==> src/rtl/uart_pkg.sv <==
// Shared opcodes, response bytes and parser state
// encoding for the UART command responder.
package uart_pkg;

  localparam logic [7:0] OP_WR   = 8'h57;
  localparam logic [7:0] OP_RD   = 8'h52;
  localparam logic [7:0] RSP_OK  = 8'h4B;
  localparam logic [7:0] RSP_ERR = 8'h3F;

  typedef enum logic [2:0] {
    IDLE,
    GET_ADDR,
    GET_DATA,
    SEND,
    WAIT_TX
  } state_e;

endpackage

==> src/rtl/uart_regfile.sv <==
// DEPTH x 8 register file: async reset, one write
// port, one combinational read port.
module uart_regfile
  import uart_pkg::*;
#(
  parameter int         DEPTH     = 16,
  parameter int         AW        = 4,
  parameter logic [7:0] RESET_VAL = 8'h00
) (
  input  logic          clk,
  input  logic          rst,
  input  logic          we_i,
  input  logic [AW-1:0] waddr_i,
  input  logic [7:0]    wdata_i,
  input  logic [AW-1:0] raddr_i,
  output logic [7:0]    rdata_o
);

  logic [7:0] mem_q [DEPTH];

  always_ff @(posedge clk or posedge rst) begin
    if (rst) begin
      for (int i = 0; i < DEPTH; i++) begin
        mem_q[i] <= RESET_VAL;
      end
    end else if (we_i) begin
      mem_q[waddr_i] <= wdata_i;
    end
  end

  assign rdata_o = mem_q[raddr_i];

endmodule

==> src/rtl/uart_cmd_responder.sv <==
// Byte-level command parser: 'W' addr data / 'R' addr,
// one response byte per command via the UART TX side.
module uart_cmd_responder
  import uart_pkg::*;
#(
  parameter int         DEPTH          = 16,
  parameter int         TIMEOUT_CYCLES = 1000000,
  parameter logic [7:0] RESET_VAL      = 8'h00
) (
  input  logic       clk,
  input  logic       rst,
  input  logic [7:0] rx_data,
  input  logic       rx_rdy,
  output logic [7:0] tx_data,
  output logic       tx_wr_en,
  input  logic       tx_rdy,
  output logic       busy,
  output logic [7:0] cmd_count,
  output logic [7:0] drop_count
);

  localparam int AW = (DEPTH > 1) ? $clog2(DEPTH) : 1;
  localparam int CW = $clog2(TIMEOUT_CYCLES + 1);
  localparam logic [CW-1:0] TO_LAST =
    CW'(TIMEOUT_CYCLES - 1);
  localparam logic [8:0] DEPTH_V = 9'(DEPTH);

  state_e        state_q;
  logic          rdy_q;
  logic [7:0]    op_q;
  logic [7:0]    addr_q;
  logic [CW-1:0] to_q;
  logic [7:0]    tx_data_q;
  logic          wr_en_q;
  logic [7:0]    cmd_q;
  logic [7:0]    drop_q;

  logic       rx_stb;
  logic       rx_ok;
  logic       addr_ok;
  logic       rf_we;
  logic [7:0] rf_rdata;
  logic       in_tx;

  assign rx_stb  = rx_rdy & ~rdy_q;
  assign rx_ok   = {1'b0, rx_data} < DEPTH_V;
  assign addr_ok = {1'b0, addr_q} < DEPTH_V;
  assign in_tx   = (state_q == SEND) ||
                   (state_q == WAIT_TX);
  assign rf_we   = (state_q == GET_DATA) &&
                   rx_stb && addr_ok;

  uart_regfile #(
    .DEPTH     (DEPTH),
    .AW        (AW),
    .RESET_VAL (RESET_VAL)
  ) u_regfile (
    .clk     (clk),
    .rst     (rst),
    .we_i    (rf_we),
    .waddr_i (addr_q[AW-1:0]),
    .wdata_i (rx_data),
    .raddr_i (rx_data[AW-1:0]),
    .rdata_o (rf_rdata)
  );

  always_ff @(posedge clk or posedge rst) begin
    if (rst) begin
      state_q   <= IDLE;
      rdy_q     <= 1'b1;
      op_q      <= '0;
      addr_q    <= '0;
      to_q      <= '0;
      tx_data_q <= '0;
      wr_en_q   <= 1'b0;
      cmd_q     <= '0;
      drop_q    <= '0;
    end else begin
      rdy_q   <= rx_rdy;
      wr_en_q <= 1'b0;
      if (rx_stb && in_tx && drop_q != 8'hFF) begin
        drop_q <= drop_q + 8'd1;
      end
      case (state_q)
        IDLE: begin
          if (rx_stb) begin
            if (rx_data == OP_WR ||
                rx_data == OP_RD) begin
              op_q    <= rx_data;
              to_q    <= '0;
              state_q <= GET_ADDR;
            end else begin
              tx_data_q <= RSP_ERR;
              state_q   <= SEND;
            end
          end
        end
        GET_ADDR: begin
          if (rx_stb) begin
            to_q   <= '0;
            addr_q <= rx_data;
            if (op_q == OP_WR) begin
              state_q <= GET_DATA;
            end else begin
              tx_data_q <= rx_ok ? rf_rdata : RSP_ERR;
              state_q   <= SEND;
            end
          end else if (to_q == TO_LAST) begin
            to_q    <= '0;
            state_q <= IDLE;
          end else begin
            to_q <= to_q + 1'b1;
          end
        end
        GET_DATA: begin
          if (rx_stb) begin
            to_q      <= '0;
            tx_data_q <= addr_ok ? RSP_OK : RSP_ERR;
            state_q   <= SEND;
          end else if (to_q == TO_LAST) begin
            to_q    <= '0;
            state_q <= IDLE;
          end else begin
            to_q <= to_q + 1'b1;
          end
        end
        SEND: begin
          if (tx_rdy) begin
            wr_en_q <= 1'b1;
            state_q <= WAIT_TX;
          end
        end
        WAIT_TX: begin
          if (!tx_rdy) begin
            cmd_q   <= cmd_q + 8'd1;
            state_q <= IDLE;
          end
        end
        default: state_q <= IDLE;
      endcase
    end
  end

  assign tx_data    = tx_data_q;
  assign tx_wr_en   = wr_en_q;
  assign busy       = (state_q != IDLE);
  assign cmd_count  = cmd_q;
  assign drop_count = drop_q;

endmodule
==> config.mk <==
export PLATFORM = sky130hd
export DESIGN_NAME = uart_cmd_responder
export DESIGN_NICKNAME = d
export VERILOG_FILES = /design/src/rtl/uart_pkg.sv /design/src/rtl/uart_regfile.sv /design/src/rtl/uart_cmd_responder.sv
export SDC_FILE = /design/constraint.sdc
export NUM_CORES = 1
export LEC_CHECK = 0
export ABC_AREA = 1
export ABC_CLOCK_PERIOD_IN_PS = 6600
export CAP_MARGIN = 20
export CORE_ASPECT_RATIO = 0.8
export CORE_MARGIN = 1.5
export CORE_UTILIZATION = 25
export CTS_CLUSTER_DIAMETER = 100
export CTS_CLUSTER_SIZE = 10
export DETAILED_ROUTE_END_ITERATION = 8
export DONT_BUFFER_PORTS = 1
export GPL_TIMING_DRIVEN = 0
export PLACE_DENSITY = 0.5
export SLEW_MARGIN = 20
export SYNTH_ARGS = -nofsm -noshare
export SYNTH_HDL_FRONTEND = slang
export SYNTH_SLANG_ARGS = --single-unit
==> constraint.sdc <==
create_clock -name clk -period 6.6 [get_ports clk]
set_input_delay 1.65 -clock clk [delete_from_list [all_inputs] [get_ports clk]]
set_output_delay 1.65 -clock clk [all_outputs]
set_load 0.03 [all_outputs]
### Word-level counts from Yosys, hierarchy flattened

Index checks and enable logic that the tools add are counted.

| storage, ports and cells | value |
|---|---|
| register bits after elaboration | 193 |
| input port bits | 12 |
| output and inout bits | 26 |

| cells by class | value |
|---|---|
| add/sub/neg operators | 3 |
| order comparisons | 5 |
| eq/ne operators | 17 |
| muxes and demuxes | 30 |
| bitwise gates (word level) | 5 |
| reduce and logical (&&, ||, !) cells | 18 |

Operators with widths:

| kind | count |
|---|---|
| $bwmux 128 | 1 |
| $mux 20 | 4 |
| $mux 8 | 9 |
| $pmux 20 s2 | 1 |
| $bmux 8 s4 | 1 |
| $demux 8 s4 | 1 |
| $eq 8x7->1 const B | 3 |
| $pmux 8 s3 | 1 |
| $add 20x1->20 const B | 1 |
| $eq 20x20->1 const B | 1 |
| $mux 3 | 6 |
| $add 8x1->8 const B | 2 |
| $lt 8x5->1 const B | 2 |
| $ne 2x2->1 const B | 8 |
| $pmux 3 s5 | 1 |
| $ge 5x5->1 const B | 2 |
| $not 4->5 | 2 |
| $reduce_and 3->1 | 3 |
| $ne 8x8->1 const B | 1 |
| $mux 7 | 1 |
| $eq 3x2->1 const B | 2 |
| $reduce_and 6->1 | 1 |
| $reduce_bool 3->1 | 2 |
| $logic_and 1x1->1 | 5 |
| 12 further kinds | 17 |

### Longest topological paths before layout

Gate-level depths: netlist of the first run.

| logic depth | value |
|---|---|
| depth in word-level cells | 8 |
| gate-level depth with buffers | 12 |

### By module

Synthesis of the first run repeated with hierarchy kept, for this count alone.

| unflattened totals | value |
|---|---|
| cells, all modules | 1289 |
| area total of the unflattened synthesis | 9844.4 um^2 |

By module, submodules not included:

| module | instances | cells an instance | area an instance (um^2) | sequential area each (um^2) |
|---|---|---|---|---|
| uart_regfile | 1 | 843 | 6353.6 | 3203.1 |
| uart_cmd_responder | 1 | 446 | 3490.8 | 1627.8 |

### Least setup slack after synthesis of the first run

Ideal clock, no wire load.

| timing path | value |
|---|---|
| path type | input-to-reg |
| start point | input rx_data[2] |
| end point | register to_q[11] |
| setup time | 0.117 ns |
| arrival | 2.761 ns |
| required time | 6.483 ns |
| slack | 3.722 ns |
| stages on the path | 12 |
| path buffers | 1 |
| path through | buf_4 > inv_1 > nor2_2 > nand2_1 > nand2_1 > nand2_1 > nand2_1 > nand2_1 > inv_2 > nand2_1 > inv_1 > nor2_1 |

| on the way | value |
|---|---|
| word-level cells in the longest chain between the ends | 4 |

Ends and longest elaborated chain:

| item | RTL line | RTL |
|---|---|---|
| start: declaration | uart_cmd_responder.sv:12 | `input logic [7:0] rx_data,` |
| $eq 8x7->1, on equally long branches | uart_cmd_responder.sv:87, uart_cmd_responder.sv:88 |  |
| $logic_or 1x1->1 (*) | uart_cmd_responder.sv:87 | `if (rx_data == OP_WR \|\|` |
| $ne 2x2->1 (no line) (*) | - |  |
| $reduce_and 3->1 (no line) (*) | - |  |
| end signal: assignment | uart_cmd_responder.sv:112 | `to_q <= to_q + 1'b1;` |
| end signal: assignment | uart_cmd_responder.sv:124 | `to_q <= to_q + 1'b1;` |
| end: declaration | uart_cmd_responder.sv:32 | `logic [CW-1:0] to_q;` |

Mark *: on every way between the ends. The rest lies on a longest branch, timed or not.
A chain may end at the register's enable or synchronous reset.

### Worst setup path in the final report of the first run

| timing path | value |
|---|---|
| start point | register state_q[0] |
| end point | output busy |

| on the way | value |
|---|---|
| word-level cells in the longest chain between the ends | 1 |

Ends and longest elaborated chain:

| item | RTL line | RTL |
|---|---|---|
| start: declaration | uart_cmd_responder.sv:28 | `state_e state_q;` |
| start signal: assignment | uart_cmd_responder.sv:69 | `state_q <= IDLE;` |
| start signal: assignment | uart_cmd_responder.sv:91 | `state_q <= GET_ADDR;` |
| start signal: assignment | uart_cmd_responder.sv:94 | `state_q <= SEND;` |
| $reduce_bool 3->1 | uart_cmd_responder.sv:146 | `assign busy = (state_q != IDLE);` |
| end: declaration | uart_cmd_responder.sv:17 | `output logic busy,` |

Every way passes these cells.

==> results.cfg, run 1 <==
[setup_path]
rrSetupSlack_ns = 4.56
cp.arrival_ns = 1.67
path_delay_family = flip-flops
slowest_delay_ns = 0.43
critPathCaptureType = primary output
crit_type = flip-flop to primary output
crit_fanout = 5
worst-path-stages = 4
cp_common_cell = inv_1
crit_chain = inv_1 -> nand2_1 -> nor2_1 -> inv_1
cp_slowest_cell = dfrtp_1
worstRegToRegCells = 9
crit_buf_inv = 2
crit_required_ns = 4.95
setup.worst_path.start_class = flip-flop

[cts]
cts_buffers = 17
hold_buffers = 0
clk_pin_slew_ns = 0.08
cts.sinks = 193
insertion_delay_ns = 0.46
cts_setup_buffers = 0
root_buffer = clkbuf_16
cts_buffer_depth = 2
cts_tree = built
cts_resized = 0
htree_num_levels = 4

[die]
die_area_mm2 = 0.03914
core.rowCount = 63
ios = 38
die_x_um = 220.8
fp.coreArea_mm2 = 0.03721
die_h_um = 177.3
start_util_pct = 25.50

[final_layout]
syn_to_final_growth_pct = 13.49
drive_gt1_share_pct = 9.659
diodes = 0
nFillCells = 4075
multiInputGateArea_mm2 = 0.003959
seq_area_mm2 = 0.004831
fin_nets = 1235

[grt]
overflow = 0
grt_first_pass_wirelength_mm = 44.00
grt_max_degree = 33
antenna_found_initial = 0
grt_usage_pct = 14.72
grt_pass1_vias = 7247

[outcome]
status = finished clean

[yosys]
ys_ff_latch = 193
ys_types = 38
synthArstFlopShare_pct = 100.0
synth.top_cells.by_area = dfrtp_1 (51%), nand2_1 (15%), o21ai_0 (5.5%)
syn_area_mm2 = 0.009489
ys.flop_type = dfrtp_1
synth_top_area_share_pct = 50.63
syn_nets = 1210
ys_seq_area_share_pct = 50.91
yosysTopAreaCell = dfrtp_1
avgSynthCellArea_um2 = 7.941
synth-edff-count = 0
synthCells = 1195
synth-warning-count = 0

[power_and_ir_drop]
p_leak_nw = 4.935
total_power_mw = 3.489
intPower_mw = 2.155
seq_power_share_pct = 47.6
pwr_density_cell_mw_per_mm2 = 324.0
p_comb_share_pct = 23.4
ir_worst_vdd_v = 0.0001998
pwr-share-clk_pct = 29.0
swShare_pct = 38.24
p_switching_mw = 1.334

[min_path]
hold_depth = 2
holdCritPathClass = flip-flop to flip-flop

[timing]
finalHoldViolCount = 0
drv_slew = 0
setup_viol = 0
setup-tns-final_ns = 0
fmax_ghz = 0.3016
hold_slack_ns = 0.4695
worst_pin_slew_ns = 0.7986
max-slew-margin-rel_pct = 46.76
fin_crit_ns = 3.316
fin_worst_skew_ns = 0.01525
period_share_pct = 50.24
rsz0062_at_grt = no

[place]
portBuffers = 0
place.gp.congestion = 0.8901
dp_hpwl_mm = 19.95

[routing]
routed_wl_mm = 28.01
viasPerCell = 4.589
drt_iter0_markers = 723
vias = 7889
wl_per_cell_um = 16.29
final_antenna_net_count = 0
drc_errors = 0
first_pass_iters = 7

[job]
drv_cap = 0
[path summary, 6_finish.rpt]
check                                  startpoint                              end
max                        state_q[0]$_DFFE_PP0P_                             busy
min                           op_q[7]$_DFFE_PP0P_              op_q[7]$_DFFE_PP0P_
max reg2reg                state_q[0]$_DFFE_PP0P_  u_regfile.mem_q[96]$_DFFE_PP0P_
min reg2reg                   op_q[7]$_DFFE_PP0P_              op_q[7]$_DFFE_PP0P_
max in group asynchronous                     rst   u_regfile.mem_q[9]$_DFFE_PP0P_
min in group asynchronous                     rst            addr_q[7]$_DFFE_PP0P_
[cell families (layout without fill, tap and decap cells)]
family | Yosys count | after routing | synth area share, %
compound gates | 190 | 190 | 10.65
xor+xnor | 21 | 21 | 1.938
mux | 4 | 4 | 0.4746
flops | 193 | 193 | 50.91
simple gates | 621 | 621 | 28.26
buf+inv | 163 | 200 | 7.371
fa+ha+maj | 3 | 3 | 0.3956
[routing by layer]
| layer | wire (µm) | up-vias | GRT usage, % |
|---|---|---|---|
| met2 | 11770 | 172 | 20.87 |
| met4 | 365 | 0 | 3.649 |
| met3 | 1250 | 21 | 2.905 |
| met5 | 0 | - | 0 |
| met1 | 14620 | 3806 | 22.53 |
| li1 | - | 3890 | - |
[tightest hold or removal path, stage by stage, from the launching register on]
cell     delay (ns)
dfrtp_1        0.34
nand2_1        0.05
inv_1          0.05
[cell usage after synthesis (2+ instances only)]
library cell / instances
xor2_1: 14
a21oi_1: 12
nor3_1: 6
mux2_2: 4
nor2_1: 102
ha_1: 3
buf_2: 19
nand3_1: 65
buf_6: 6
nand2_1: 385
inv_1: 105
a22oi_1: 2
or2_2: 6
nand4_1: 30
xnor2_1: 7
nand3_2: 3
nor2_2: 4
inv_2: 7
o21ai_2: 10
nand4_4: 4
dfrtp_1: 192
buf_1: 6
nand4_2: 2
o211ai_1: 5
clkbuf_1: 17
buf_4: 2
nand2_2: 9
o21ai_0: 105
o21ai_1: 54
[cell usage in the layout (no fill, tap or decap), drive strengths merged]
cell      instances
clkinvlp          2
nor3              8
o31ai             1
buf              40
clkbuf           34
mux2              4
nand3b            1
nand3            68
inv             119
clkinv            5
dfstp             1
nand2           394
dfrtp           192
ha                3
o211ai            5
and3              1
a21boi            1
xor2             14
a22oi             2
a21oi            12
nor2            107
xnor2             7
or2               6
nand4            36
o21ai           169
[through the flow]
step	setup WS (ns)	cells	area, µm²	util [%]
global placement	1.145	1682	10100	27.15
floorplan	2.460	1195	9493	-
global route	3.171	1719	10770	28.94
finish	3.284	1719	10770	28.94
detailed placement	2.905	1688	10220	27.48
CTS	3.254	1719	10770	28.94
[power by group through the flow]
stage               combinational [mW]  clock (mW)  sequential (mW)
floorplan                        0.607           0             1.62
global placement                 0.794           0             1.67
detailed placement               0.816           0             1.68
CTS                              0.818        1.03             1.66
global route                     0.947        1.08             1.69
finish                           0.818        1.01             1.66
[registers in the layout (all words and copies together) (netlist names)]
name,flops
tx_data,8
rdy_q,1
cmd_count,8
u_regfile.mem_q,128
tx_wr_en,1
to_q,20
op_q,8
addr_q,8
state_q,3
drop_count,8
[area by class of cell]
| class | count | area share (%) |
|---|---|---|
| plain buffers | 51 | 2.591 |
| clock buffers | 17 | 3.950 |
| clock inverters | 14 | 1.127 |
| inverters | 112 | 3.939 |
| multi-input cells | 839 | 36.76 |
| flip-flops and latches | 193 | 44.86 |
| well taps | 487 | 5.658 |
| repair buffers | 6 | 1.115 |
Note: power is estimated with default switching activity, not from simulation.
==> run 2, diff against run 1 <==
- ABC_CLOCK_PERIOD_IN_PS: 6600 -> 2700
- clock period: 6.6 -> 2.7 ns (I/O delays scaled with it)
==> results of run 2 <==
Same layout as run 1 (identical final DEF). Status: finished clean.
Among the figures that moved: setup slack after placement 2.905 ns -> -0.02016 ns; setup slack after layout 3.284 ns -> 0.3592 ns; hold slack 0.4695 ns -> 0.1172 ns; register-to-register setup slack 4.56 ns -> 0.66 ns; total power 3.489 mW -> 8.529 mW; worst IR drop on VDD 0.0001998 V -> 0.0004885 V
